## config.mk

```make
export PLATFORM = sky130hd
export DESIGN_NAME = scmp_microcode_seq
export DESIGN_NICKNAME = d
export VERILOG_FILES = /design/src/rtl/scmp_microcode_seq_pkg.sv /design/src/rtl/scmp_microcode_seq_dispatch.sv /design/src/rtl/scmp_microcode_seq.sv
export SDC_FILE = /design/constraint.sdc
export NUM_CORES = 1
export LEC_CHECK = 0
export CORE_ASPECT_RATIO = 1.1
export CORE_MARGIN = 5
export CORE_UTILIZATION = 25
export DETAILED_ROUTE_END_ITERATION = 7
export GPL_ROUTABILITY_DRIVEN = 0
export SLEW_MARGIN = 10
export SYNTH_ARGS = -nofsm -noshare
export SYNTH_HDL_FRONTEND = slang
export SYNTH_SLANG_ARGS = --single-unit
```

## constraint.sdc

```tcl
create_clock -name clk -period 8.3 [get_ports clk]
set_input_delay 1.66 -clock clk [delete_from_list [all_inputs] [get_ports clk]]
set_output_delay 1.66 -clock clk [all_outputs]
set_load 0.02 [all_outputs]
```

## src/rtl/scmp_microcode_seq_pkg.sv

```systemverilog
// Shared types and constants for the SC/MP microprogram sequencer.
package scmp_microcode_seq_pkg;

    // Microcode entry-point labels used as dispatch targets.
    localparam logic [5:0] UCLBL_FETCH = 6'h04;
    localparam logic [5:0] UCLBL_LD    = 6'h08;
    localparam logic [5:0] UCLBL_ST    = 6'h0C;
    localparam logic [5:0] UCLBL_ILD   = 6'h10;
    localparam logic [5:0] UCLBL_DLD   = 6'h14;
    localparam logic [5:0] UCLBL_JMP   = 6'h18;

    // Next-address control field of a microword; codes 6 and 7 are reserved.
    typedef enum logic [2:0] {
        SEQ  = 3'd0,
        JMP  = 3'd1,
        BRC  = 3'd2,
        CALL = 3'd3,
        RET  = 3'd4,
        DISP = 3'd5
    } useq_ctl_t;

    typedef struct packed {
        logic       en;
        logic [7:0] mask;
        logic [7:0] match;
        logic [5:0] tgt;
    } disp_rule_t;

    localparam int unsigned DISP_RESET_N = 8;

    localparam disp_rule_t DISP_RESET_TBL [DISP_RESET_N] = '{
        '{1'b1, 8'hFF, 8'hCC, UCLBL_FETCH},
        '{1'b1, 8'hF8, 8'hC8, UCLBL_ST},
        '{1'b1, 8'hF8, 8'hC0, UCLBL_LD},
        '{1'b1, 8'hFC, 8'hA8, UCLBL_ILD},
        '{1'b1, 8'hFC, 8'hB8, UCLBL_DLD},
        '{1'b1, 8'hF0, 8'h90, UCLBL_JMP},
        '{1'b0, 8'h00, 8'h00, 6'h00},
        '{1'b0, 8'h00, 8'h00, 6'h00}
    };

    // Reset-table entry for any rule index; indices beyond the table are disabled.
    function automatic disp_rule_t reset_rule(input int unsigned idx);
        disp_rule_t r;
        r = '0;
        if (idx < DISP_RESET_N) begin
            r = DISP_RESET_TBL[idx[2:0]];
        end
        return r;
    endfunction

endpackage

```

## src/rtl/scmp_microcode_seq_dispatch.sv

```systemverilog
// Combinational opcode -> microcode entry point matcher; lowest enabled matching rule wins.
module scmp_microcode_dispatch
    import scmp_microcode_seq_pkg::*;
#(
    parameter int unsigned      OP_W       = 8,
    parameter int unsigned      UPC_W      = 6,
    parameter int unsigned      NUM_RULES  = 8,
    parameter logic [UPC_W-1:0] DEFAULT_PC = '0
) (
    input  logic [NUM_RULES-1:0]            i_rule_en,
    input  logic [NUM_RULES-1:0][OP_W-1:0]  i_rule_mask,
    input  logic [NUM_RULES-1:0][OP_W-1:0]  i_rule_match,
    input  logic [NUM_RULES-1:0][UPC_W-1:0] i_rule_tgt,
    input  logic [OP_W-1:0]                 i_op,
    output logic [UPC_W-1:0]                o_tgt
);

    // Scan high to low so the lowest-index hit is the last assignment.
    always_comb begin
        o_tgt = DEFAULT_PC;
        for (int i = NUM_RULES - 1; i >= 0; i--) begin
            if (i_rule_en[i] && ((i_op & i_rule_mask[i]) == i_rule_match[i])) begin
                o_tgt = i_rule_tgt[i];
            end
        end
    end

endmodule

```

## src/rtl/scmp_microcode_seq.sv

```systemverilog
// Microprogram sequencer: microcode PC, call stack, opcode register and dispatch table.
module scmp_microcode_seq
    import scmp_microcode_seq_pkg::*;
#(
    parameter int unsigned      OP_W        = 8,
    parameter int unsigned      UPC_W       = 6,
    parameter int unsigned      NUM_RULES   = 8,
    parameter int unsigned      STACK_DEPTH = 4,
    parameter logic [UPC_W-1:0] RESET_PC    = '0,
    parameter logic [UPC_W-1:0] DEFAULT_PC  = UPC_W'(UCLBL_FETCH),
    localparam int unsigned     IDX_W       = (NUM_RULES > 1) ? $clog2(NUM_RULES) : 1
) (
    input  logic             clk,
    input  logic             rst_n,
    input  logic             ce,
    input  logic [OP_W-1:0]  op_i,
    input  logic             op_valid_i,
    output logic             op_ready_o,
    input  logic [2:0]       ctl_i,
    input  logic [UPC_W-1:0] tgt_i,
    input  logic             cond_i,
    output logic [UPC_W-1:0] upc_o,
    output logic             stall_o,
    output logic             err_ovf_o,
    output logic             err_unf_o,
    input  logic             err_clr_i,
    input  logic             cfg_we_i,
    input  logic [IDX_W-1:0] cfg_idx_i,
    input  logic             cfg_en_i,
    input  logic [OP_W-1:0]  cfg_mask_i,
    input  logic [OP_W-1:0]  cfg_match_i,
    input  logic [UPC_W-1:0] cfg_tgt_i
);

    // Stack array is padded to a power of two so the pointer indexes it exactly.
    localparam int unsigned SP_W        = $clog2(STACK_DEPTH + 1);
    localparam int unsigned STK_N       = 1 << SP_W;
    localparam bit          USE_RST_TBL = (OP_W == 8) && (NUM_RULES >= 6);

    logic [UPC_W-1:0]               r_upc;
    logic [UPC_W-1:0]               r_stk [STK_N];
    logic [SP_W-1:0]                r_sp;
    logic [OP_W-1:0]                r_op;
    logic                           r_op_full;
    logic                           r_ovf;
    logic                           r_unf;
    logic [NUM_RULES-1:0]           r_rule_en;
    logic [NUM_RULES-1:0][OP_W-1:0] r_rule_mask;
    logic [NUM_RULES-1:0][OP_W-1:0] r_rule_match;
    logic [NUM_RULES-1:0][UPC_W-1:0] r_rule_tgt;

    logic [UPC_W-1:0] w_upc_d;
    logic [UPC_W-1:0] w_upc_inc;
    logic [UPC_W-1:0] w_disp_tgt;
    logic [SP_W-1:0]  w_sp_top;
    logic             w_push;
    logic             w_pop;
    logic             w_ovf_set;
    logic             w_unf_set;
    logic             w_consume;
    logic             w_cfg_ok;
    disp_rule_t       w_rst_rule [NUM_RULES];

    for (genvar g = 0; g < NUM_RULES; g++) begin : g_rst_rule
        assign w_rst_rule[g] = reset_rule(g);
    end

    assign w_upc_inc  = r_upc + UPC_W'(1);
    assign w_sp_top   = r_sp - SP_W'(1);
    assign w_cfg_ok   = (32'(cfg_idx_i) < NUM_RULES);
    assign upc_o      = r_upc;
    assign op_ready_o = !r_op_full;
    assign err_ovf_o  = r_ovf;
    assign err_unf_o  = r_unf;

    scmp_microcode_dispatch #(
        .OP_W       (OP_W),
        .UPC_W      (UPC_W),
        .NUM_RULES  (NUM_RULES),
        .DEFAULT_PC (DEFAULT_PC)
    ) u_dispatch (
        .i_rule_en    (r_rule_en),
        .i_rule_mask  (r_rule_mask),
        .i_rule_match (r_rule_match),
        .i_rule_tgt   (r_rule_tgt),
        .i_op         (r_op),
        .o_tgt        (w_disp_tgt)
    );

    // Next microcode address and stack/error side effects of the current microword.
    always_comb begin
        w_upc_d   = r_upc;
        w_push    = 1'b0;
        w_pop     = 1'b0;
        w_ovf_set = 1'b0;
        w_unf_set = 1'b0;
        w_consume = 1'b0;
        stall_o   = 1'b0;
        if (ce) begin
            case (useq_ctl_t'(ctl_i))
                SEQ: w_upc_d = w_upc_inc;
                JMP: w_upc_d = tgt_i;
                BRC: w_upc_d = cond_i ? tgt_i : w_upc_inc;
                CALL: begin
                    w_upc_d = tgt_i;
                    if (r_sp == SP_W'(STACK_DEPTH)) begin
                        w_ovf_set = 1'b1;
                    end else begin
                        w_push = 1'b1;
                    end
                end
                RET: begin
                    if (r_sp == '0) begin
                        w_upc_d   = RESET_PC;
                        w_unf_set = 1'b1;
                    end else begin
                        w_upc_d = r_stk[w_sp_top];
                        w_pop   = 1'b1;
                    end
                end
                DISP: begin
                    if (r_op_full) begin
                        w_upc_d   = w_disp_tgt;
                        w_consume = 1'b1;
                    end else begin
                        stall_o = 1'b1;
                    end
                end
                default: w_upc_d = w_upc_inc;
            endcase
        end
    end

    // State update: PC, stack, opcode register, sticky errors and dispatch table.
    always_ff @(posedge clk) begin
        if (!rst_n) begin
            r_upc     <= RESET_PC;
            r_sp      <= '0;
            r_op      <= '0;
            r_op_full <= 1'b0;
            r_ovf     <= 1'b0;
            r_unf     <= 1'b0;
            for (int i = 0; i < STK_N; i++) begin
                r_stk[i] <= '0;
            end
            for (int i = 0; i < NUM_RULES; i++) begin
                r_rule_en[i]    <= USE_RST_TBL && w_rst_rule[i].en;
                r_rule_mask[i]  <= USE_RST_TBL ? OP_W'(w_rst_rule[i].mask) : '0;
                r_rule_match[i] <= USE_RST_TBL ? OP_W'(w_rst_rule[i].match) : '0;
                r_rule_tgt[i]   <= USE_RST_TBL ? UPC_W'(w_rst_rule[i].tgt) : '0;
            end
        end else begin
            r_upc <= w_upc_d;
            if (w_push) begin
                r_stk[r_sp] <= w_upc_inc;
                r_sp        <= r_sp + SP_W'(1);
            end else if (w_pop) begin
                r_sp <= w_sp_top;
            end
            // Ready is registered, so a load can never coincide with a consume.
            if (op_valid_i && !r_op_full) begin
                r_op      <= op_i;
                r_op_full <= 1'b1;
            end else if (w_consume) begin
                r_op_full <= 1'b0;
            end
            if (w_ovf_set) begin
                r_ovf <= 1'b1;
            end else if (ce && err_clr_i) begin
                r_ovf <= 1'b0;
            end
            if (w_unf_set) begin
                r_unf <= 1'b1;
            end else if (ce && err_clr_i) begin
                r_unf <= 1'b0;
            end
            if (cfg_we_i && w_cfg_ok) begin
                r_rule_en[cfg_idx_i]    <= cfg_en_i;
                r_rule_mask[cfg_idx_i]  <= cfg_mask_i;
                r_rule_match[cfg_idx_i] <= cfg_match_i;
                r_rule_tgt[cfg_idx_i]   <= cfg_tgt_i;
            end
        end
    end

endmodule

```

Yosys cells after proc, flatten, opt, wreduce, memory -nomap -nowiden
Memories as Yosys holds them, arrays and structs flattened.
Cells that the tools add are included.
- eq/ne operators: 15
- reductions and logical operators: 20
- order comparisons: 2
- muxes and demuxes: 54
- $add $sub $neg: 3
- bitwise logic cells: 8
- operators with widths (kind ; number):
    $bwmux 64 ; 2
    $mux 6 ; 13
    $and 8x8->8 ; 8
    $eq 8x8->1 ; 8
    $bwmux 48 ; 1
    $mux 1 ; 29
    $demux 8 s3 ; 1
    $pmux 6 s4 ; 1
    $demux 6 s3 ; 1
    $logic_and 1x1->1 ; 11
    $eq 3x3->1 const B ; 3
    $mux 3 ; 3
    $bwmux 8 ; 1
    $mux 8 ; 1
    $reduce_bool 2->1 ; 4
    $add 6x1->6 const B ; 1
    $eq 3x2->1 const B ; 2
    $reduce_or 6->1 ; 1
    $lt 3x4->1 const B ; 1
    $add 3x1->3 const B ; 1
    $demux 1 s3 ; 1
    $eq 3x1->1 const B ; 1
    $ge 3x1->1 const B ; 1
    $logic_not 3->1 ; 1
    5 further kinds ; 5
- word-level logic and storage cells: 134
- memories: 1
- bits in registers: 204
- memory bits (writable): 48
- input bits: 50
- memory list (name ; words ; bits a word ; read ports ; clocked after memory_dff ; wr ports ; line ; source):
    r_stk ; 8 ; 6 ; 1 ; 0 ; 8 ; scmp_microcode_seq.sv:41 ; logic [UPC_W-1:0] r_stk [STK_N];

Logic depth before layout (Yosys ltp)
Gate-level depths: netlist of the first run.
- depth in word-level cells: 13
- mapped depth: 11
- gate-level depth less buffers: 9

Hierarchy
Synthesis of the first run repeated with hierarchy kept, for this count alone.
- cells, all modules: 1399
- area total of the unflattened synthesis: 11393.4 um^2
- modules (own cells, without submodules) (module ; times used ; cells an instance ; area each (um^2) ; seq. area each (um^2)):
    scmp_microcode_seq ; 1 ; 1135 ; 9721.8 ; 5525.3
    scmp_microcode_dispatch ; 1 ; 264 ; 1671.6 ; 0.0

Worst setup path before layout of the first run
Ideal clock, no wire load.
- kind: input port to output port
- start: in ctl_i[0]
- end: out stall_o
- slack: 4.030 ns
- data arrival time: 2.610 ns
- stages: 5
- data required time: 6.640 ns
- buffers on the path: 2
- path through: clkbuf_1 > and2_1 > clkbuf_1 > nand2_1 > nor2_1
- longest elaborated chain between the ends: 3
- RTL lines (item ; line ; source):
    start: declaration ; scmp_microcode_seq.sv:19 ; input logic [2:0] ctl_i,
    $eq 3x3->1 ; scmp_microcode_seq.sv:100 ; case (useq_ctl_t'(ctl_i))
    $mux 1 ; scmp_microcode_seq.sv:100 ;
    $mux 1 ; scmp_microcode_seq.sv:99 ; if (ce) begin
    end: declaration ; scmp_microcode_seq.sv:23 ; output logic stall_o,
Every way passes these cells.

Final worst setup path of the first run
- start: in ctl_i[2]
- end: out stall_o
Same word-level chain as after synthesis.

==> results of run 1 <==
-- cells in the mapped netlist (all sizes together) (4+ instances only) --
master	number
a211oi	4
a21boi	127
a21oi	33
a221oi	10
and3	24
buf	10
clkbuf	92
dfxtp	204
edfxtp	48
ha	4
inv	17
mux2i	7
mux4	12
nand2	466
nand2b	7
nand3	82
nand4	7
nor2	72
nor2b	13
nor3	6
o211ai	9
o21ai	26
o22ai	7
or4	6
xnor2	12
xor2	38
-- metrics by stage --
| stage | power (mW) | hold WS, ns | setup slack (ns) |
|---|---|---|---|
| 3_5_place_dp | 1.577 | 0.4541 | 2.904 |
| 4_1_cts | 2.847 | 0.4667 | 2.900 |
| 5_1_grt | 2.929 | 0.4859 | 2.745 |
| 2_1_floorplan | 1.483 | 0.4343 | 4.030 |
| 3_3_place_gp | 1.572 | 0.4439 | 2.941 |
| 6_report | 2.818 | 0.4647 | 2.898 |
-- area by class of cell --
cell class / count / area [sq um]
timing repair buffer: 72 / 685.7
multi-input combinational: 1015 / 5552
clock inverter: 20 / 188.9
inverter: 18 / 67.56
clock buffer: 34 / 774.5
sequential: 252 / 5525
fill: 4772 / 32130
tap: 588 / 735.7
-- worst max-delay path, stage by stage --
cell and delay, ns:
clkdlybuf4s50_1 0.69, nor2b_1 0.26, and2_1 0.29, nand2_1 0.10, nor2_1 0.12, clkdlybuf4s50_1 0.61
-- registers in the layout (all words and copies together), names as in the netlist --
| signal | count |
|---|---|
| upc_o | 6 |
| r_op_full | 1 |
| r_rule_tgt | 48 |
| r_rule_match | 64 |
| r_rule_mask | 64 |
| err_ovf_o | 1 |
| r_rule_en | 8 |
| r_sp | 3 |
| r_stk | 48 |
| r_op | 8 |
| err_unf_o | 1 |
-- where the power goes --
part / internal, mW / total (mW) / switching, mW
registers: 1.28 / 1.32 / 0.0343
logic: 0.0913 / 0.233 / 0.142
clock network: 0.737 / 1.27 / 0.530
-- path summary, 6_finish.rpt --
path | startpoint | to | slack (ns)
hold reg to reg | r_rule_tgt[13]$_SDFFE_PN0P_ | r_rule_tgt[13]$_SDFFE_PN0P_ | 0.46
setup / recovery | ctl_i[2] | stall_o | 2.90
hold / removal | r_rule_tgt[13]$_SDFFE_PN0P_ | r_rule_tgt[13]$_SDFFE_PN0P_ | 0.46
setup reg to reg | r_sp[0]$_SDFFE_PN0P_ | upc_o[3]$_SDFFE_PN0P_ | 4.89
-- cells by family after synthesis --
family / after synthesis / synth area share, %
XOR/XNOR: 50 / 3.785
adder cells (fa/ha/maj): 4 / 0.4326
multiplexers: 19 / 2.942
buffers and inverters: 120 / 4.467
AO/OA/AOI/OAI: 244 / 15.10
AND/OR/NAND/NOR: 698 / 25.51
flip-flops: 252 / 47.76
-- layer usage --
metal	vias to the layer above	track usage [%]
li1	4669	-
met1	4509	16.77
met2	273	21.63
met3	50	2.444
met4	2	2.910
met5	-	0
==> results.json, run 1 <==
{
  "num_vias": 9503,
  "portBuffers": 59,
  "maxCapViolCount": 0,
  "synth_nets": 1441,
  "wl_met2_microns": 15990,
  "root_buffer": "clkbuf_16",
  "drc": 0,
  "p_per_area_nw_per_um2": 208.3,
  "m1WireLength_microns": 14490,
  "start_util_pct": 25.34,
  "holdBufCountCts": 0,
  "grt_pass1_wl_microns": 52580,
  "synth_area_leaders": "dfxtp_1 (35%), nand2_1 (15%), edfxtp_1 (12%)",
  "h-tree-depth": 1,
  "design_area_sq_um": 13530,
  "seq_area_frac_synth_pct": 47.76,
  "grt_max_degree": 124,
  "die-width_microns": 215.1,
  "reg2reg_depth": 8,
  "wl_microns": 33110,
  "crit_path_end_kind": "output port",
  "worstPathArrival_ns": 3.74,
  "drive_above_1_share_pct": 7.016,
  "clk_pin_slew_ns": 0.06,
  "fin_skew_ns": 0.02753,
  "drtAntennaViolNets": 0,
  "io-pin-count": 60,
  "post_cts_buffers": 0,
  "avgSynthCellArea_sq_um": 8.341,
  "final_cell_mix": "nand2_1 (466), dfxtp_1 (204), a21boi_0 (127)",
  "slew_violations": 0,
  "hold_viol": 0,
  "core_sq_um": 45660,
  "rows": 82,
  "finish.utilization_pct": 29.63,
  "finalSetupTns_ns": 0,
  "ys_async_sr_fraction_pct": 0,
  "synth_top_area_cell": "dfxtp_1",
  "top_layer_used": "met5",
  "antenna_found_initial": 1,
  "grt_pass1_vias": 9271,
  "worstSetupStartpointType": "input pin",
  "overflow": 0,
  "worst_pin_slew_ns": 1.210,
  "grt_usage_pct": 12.71,
  "required_ns": 6.64,
  "synth_edf_count": 48,
  "clockBufferDepth": 3,
  "setup_viol": 0,
  "placed_area_sq_um": 12570,
  "p_leak_nw": 4.922,
  "min_path_type": "flip-flop to flip-flop",
  "die-area_sq_um": 50680,
  "post_cts_resized": 0,
  "synth_top_area_share_pct": 35.30,
  "diodes": 0,
  "synthFlopType": "dfxtp_1",
  "yosys_register_bits": 252,
  "fin_nets": 1442,
  "dr.pass1.iters": 6,
  "routedWlPerCell_microns": 16.57,
  "worst-path-max-fanout": 13,
  "cts_tree": "built",
  "numCtsBuffers": 29,
  "fmax_ghz": 0.1851,
  "syn-cell-area_sq_um": 11570,
  "fin_crit_ns": 5.402,
  "synth_cell_types": 64,
  "yosysWarnings": 0,
  "insertion_delay_ns": 0.57,
  "viasPerCell": 4.754,
  "drt_iter0_drc": 841,
  "min_path_cells": 2,
  "mostFrequentLayoutCell": "nand2_1",
  "period_share_pct": 65.09,
  "wl_met3_microns": 1983,
  "area_growth_pct": 16.95,
  "instances_no_fill": 1999,
  "rsz0062_at_grt": "no",
  "status": "complete, no violations",
  "dp.cells": 1945,
  "dieHeight_microns": 235.6,
  "cts.sinks": 252,
  "hpwl_microns": 22400,
  "peakVddDrop_mv": 0.1540,
  "netlist_instances": 1387,
  "maxSlewHeadroom_pct": 19.13,
  "critPathKind": "input pin to output port"
}
No activity file was read; power rests on OpenSTA's default activity.
==> run 2, diff against run 1 <==
Clock period 8.3 ns to 4.44 ns, I/O delays scaled along.
==> run 2 against run 1 <==
Sequential cell count unchanged. Cell area is 0.67% higher. Total power increased by 88%.
==> results.json, run 2 (synthesized netlist as in run 1, its figures left out) <==
{
  "status": "complete, no violations",
  "p_leak_nw": 4.968,
  "routedWlPerCell_microns": 16.48,
  "mostFrequentLayoutCell": "nand2_1",
  "wl_met2_microns": 15920,
  "fmax_ghz": 0.2740,
  "worst-path-max-fanout": 12,
  "fin_ws_ns": 0.7905,
  "core_sq_um": 45660,
  "fin_crit_ns": 3.650,
  "crit_family": "buffers and inverters",
  "cts_tree": "built",
  "post_cts_resized": 0,
  "top_layer_used": "met5",
  "die-width_microns": 215.1,
  "hold_viol": 0,
  "placed_area_sq_um": 12660,
  "finish.utilization_pct": 29.83,
  "m1WireLength_microns": 14740,
  "viasPerCell": 4.732,
  "drtAntennaViolNets": 0,
  "instances_no_fill": 2006,
  "worst_pin_slew_ns": 1.165,
  "p_sw_mw": 1.276,
  "drc": 0,
  "crit_path_end_kind": "output port",
  "reg2reg_to": "upc_o[3]$_SDFFE_PN0P_",
  "antenna_found_initial": 1,
  "maxSlewHeadroom_pct": 22.20,
  "worstSetupStartpointType": "input pin",
  "drt_iter0_drc": 787,
  "r2r_slack_ns": 1.17,
  "combinationalPowerShare_pct": 8.4,
  "fillers": 4813,
  "reg2reg_from": "r_sp[0]$_SDFFE_PN0P_",
  "max_stage_delay_ns": 0.61,
  "min_path_type": "flip-flop to flip-flop",
  "numCtsBuffers": 27,
  "finalSetupTns_ns": 0,
  "hold_end": "r_rule_tgt[0]$_SDFFE_PN0P_",
  "root_buffer": "clkbuf_16",
  "power.total_mw": 5.312,
  "required_ns": 3.55,
  "dp_slack_ns": 0.7952,
  "top_regs": "r_rule_mask: 64 flops, r_rule_match: 64 flops",
  "switching_share_pct": 24.03,
  "wl_microns": 33050,
  "rows": 82,
  "io-pin-count": 60,
  "fin_skew_ns": 0.02973,
  "portBuffers": 59,
  "hpwl_microns": 22430,
  "clockBufferDepth": 3,
  "rsz0062_at_grt": "no",
  "cp_num_cells": 7,
  "critPathSlowestCell": "clkdlybuf4s50_1",
  "crit_buf_inv": 3,
  "setup_viol": 0,
  "grt_max_degree": 203,
  "min_path_cells": 2,
  "p_per_area_nw_per_um2": 390.0,
  "diodes": 0,
  "fin_nets": 1451,
  "num_vias": 9492,
  "crit_path_cell_trace": "clkdlybuf4s50_1 > buf_4 > nor2b_1 > and2_1 > nand2_1 > nor2_1 > clkdlybuf4s50_1",
  "dr.pass1.iters": 5,
  "reg2reg_depth": 8,
  "clk_pin_slew_ns": 0.06,
  "dp.cells": 1956,
  "final_cell_mix": "nand2_1 (466), dfxtp_1 (204), a21boi_0 (127)",
  "grt_usage_pct": 12.53,
  "insertion_delay_ns": 0.57,
  "maxCapViolCount": 0,
  "wl_met3_microns": 1648,
  "drive_above_1_share_pct": 7.264,
  "h-tree-depth": 1,
  "peakVddDrop_mv": 0.3033,
  "worstPathArrival_ns": 2.76,
  "holdBufCountCts": 0,
  "post_cts_buffers": 0,
  "cts.sinks": 252,
  "crit_top_cell": "clkdlybuf4s50_1",
  "clkPwrFrac_pct": 45.3,
  "p_int_mw": 4.035,
  "dieHeight_microns": 235.6,
  "hp-start": "r_rule_tgt[0]$_SDFFE_PN0P_",
  "regArea_sq_um": 5525,
  "critPathKind": "input pin to output port",
  "die-area_sq_um": 50680,
  "overflow": 0,
  "grt_pass1_vias": 9205,
  "holdWs_ns": 0.4651,
  "design_area_sq_um": 13620,
  "period_share_pct": 82.20,
  "pwr-share-seq_pct": 46.4,
  "area_growth_pct": 17.73,
  "slew_violations": 0,
  "multi_input_area_sq_um": 5552,
  "grt_pass1_wl_microns": 51930,
  "start_util_pct": 25.34
}
run 2: cell types whose count changed in the layout (fill, tap and decap cells not counted), sizes merged:
cell and delta:
buf +11, clkinv -9, clkbuf +4, bufinv +2, clkinvlp -1
run 2: final cells by class:
class                   instances  share of cell area [%]
clock buffers                  38                   5.705
clock inverters                12                   1.332
inverters                      18                  0.4961
multi-input cells            1015                   40.76
flip-flops and latches        252                   40.57
well taps                     588                   5.402
repair buffers                 83                   5.733
run 2: how the worst max path moves through the flow:
stage / from / endpoint
2_1_floorplan: r_sp[0]$_SDFFE_PN0P_ / r_stk[6][0]$_SDFFCE_PN0P_
3_3_place_gp: ctl_i[1] / stall_o
3_5_place_dp: ctl_i[1] / stall_o
4_1_cts: ctl_i[1] / stall_o
5_1_grt: ctl_i[1] / stall_o
6_report: ctl_i[1] / stall_o
run 2: power groups by stage:
stage	logic (mW)	clock network (mW)	registers, mW
after floorplan	0.290	0	2.48
after CTS	0.446	2.46	2.46
after global placement	0.439	0	2.51
final	0.444	2.40	2.46
after global routing	0.486	2.55	2.47
after detailed placement	0.444	0	2.51
run 2: worst min-delay path, stage by stage, from the launching register on:
cell	delay, ns
dfxtp_1	0.30
nand2_1	0.05
a21boi_0	0.06
run 2: layer usage:
| layer | up-vias | GRT usage, % |
|---|---|---|
| li1 | 4677 | - |
| met5 | - | 0 |
| met1 | 4540 | 16.48 |
| met2 | 225 | 21.51 |
| met3 | 48 | 2.212 |
| met4 | 2 | 2.968 |
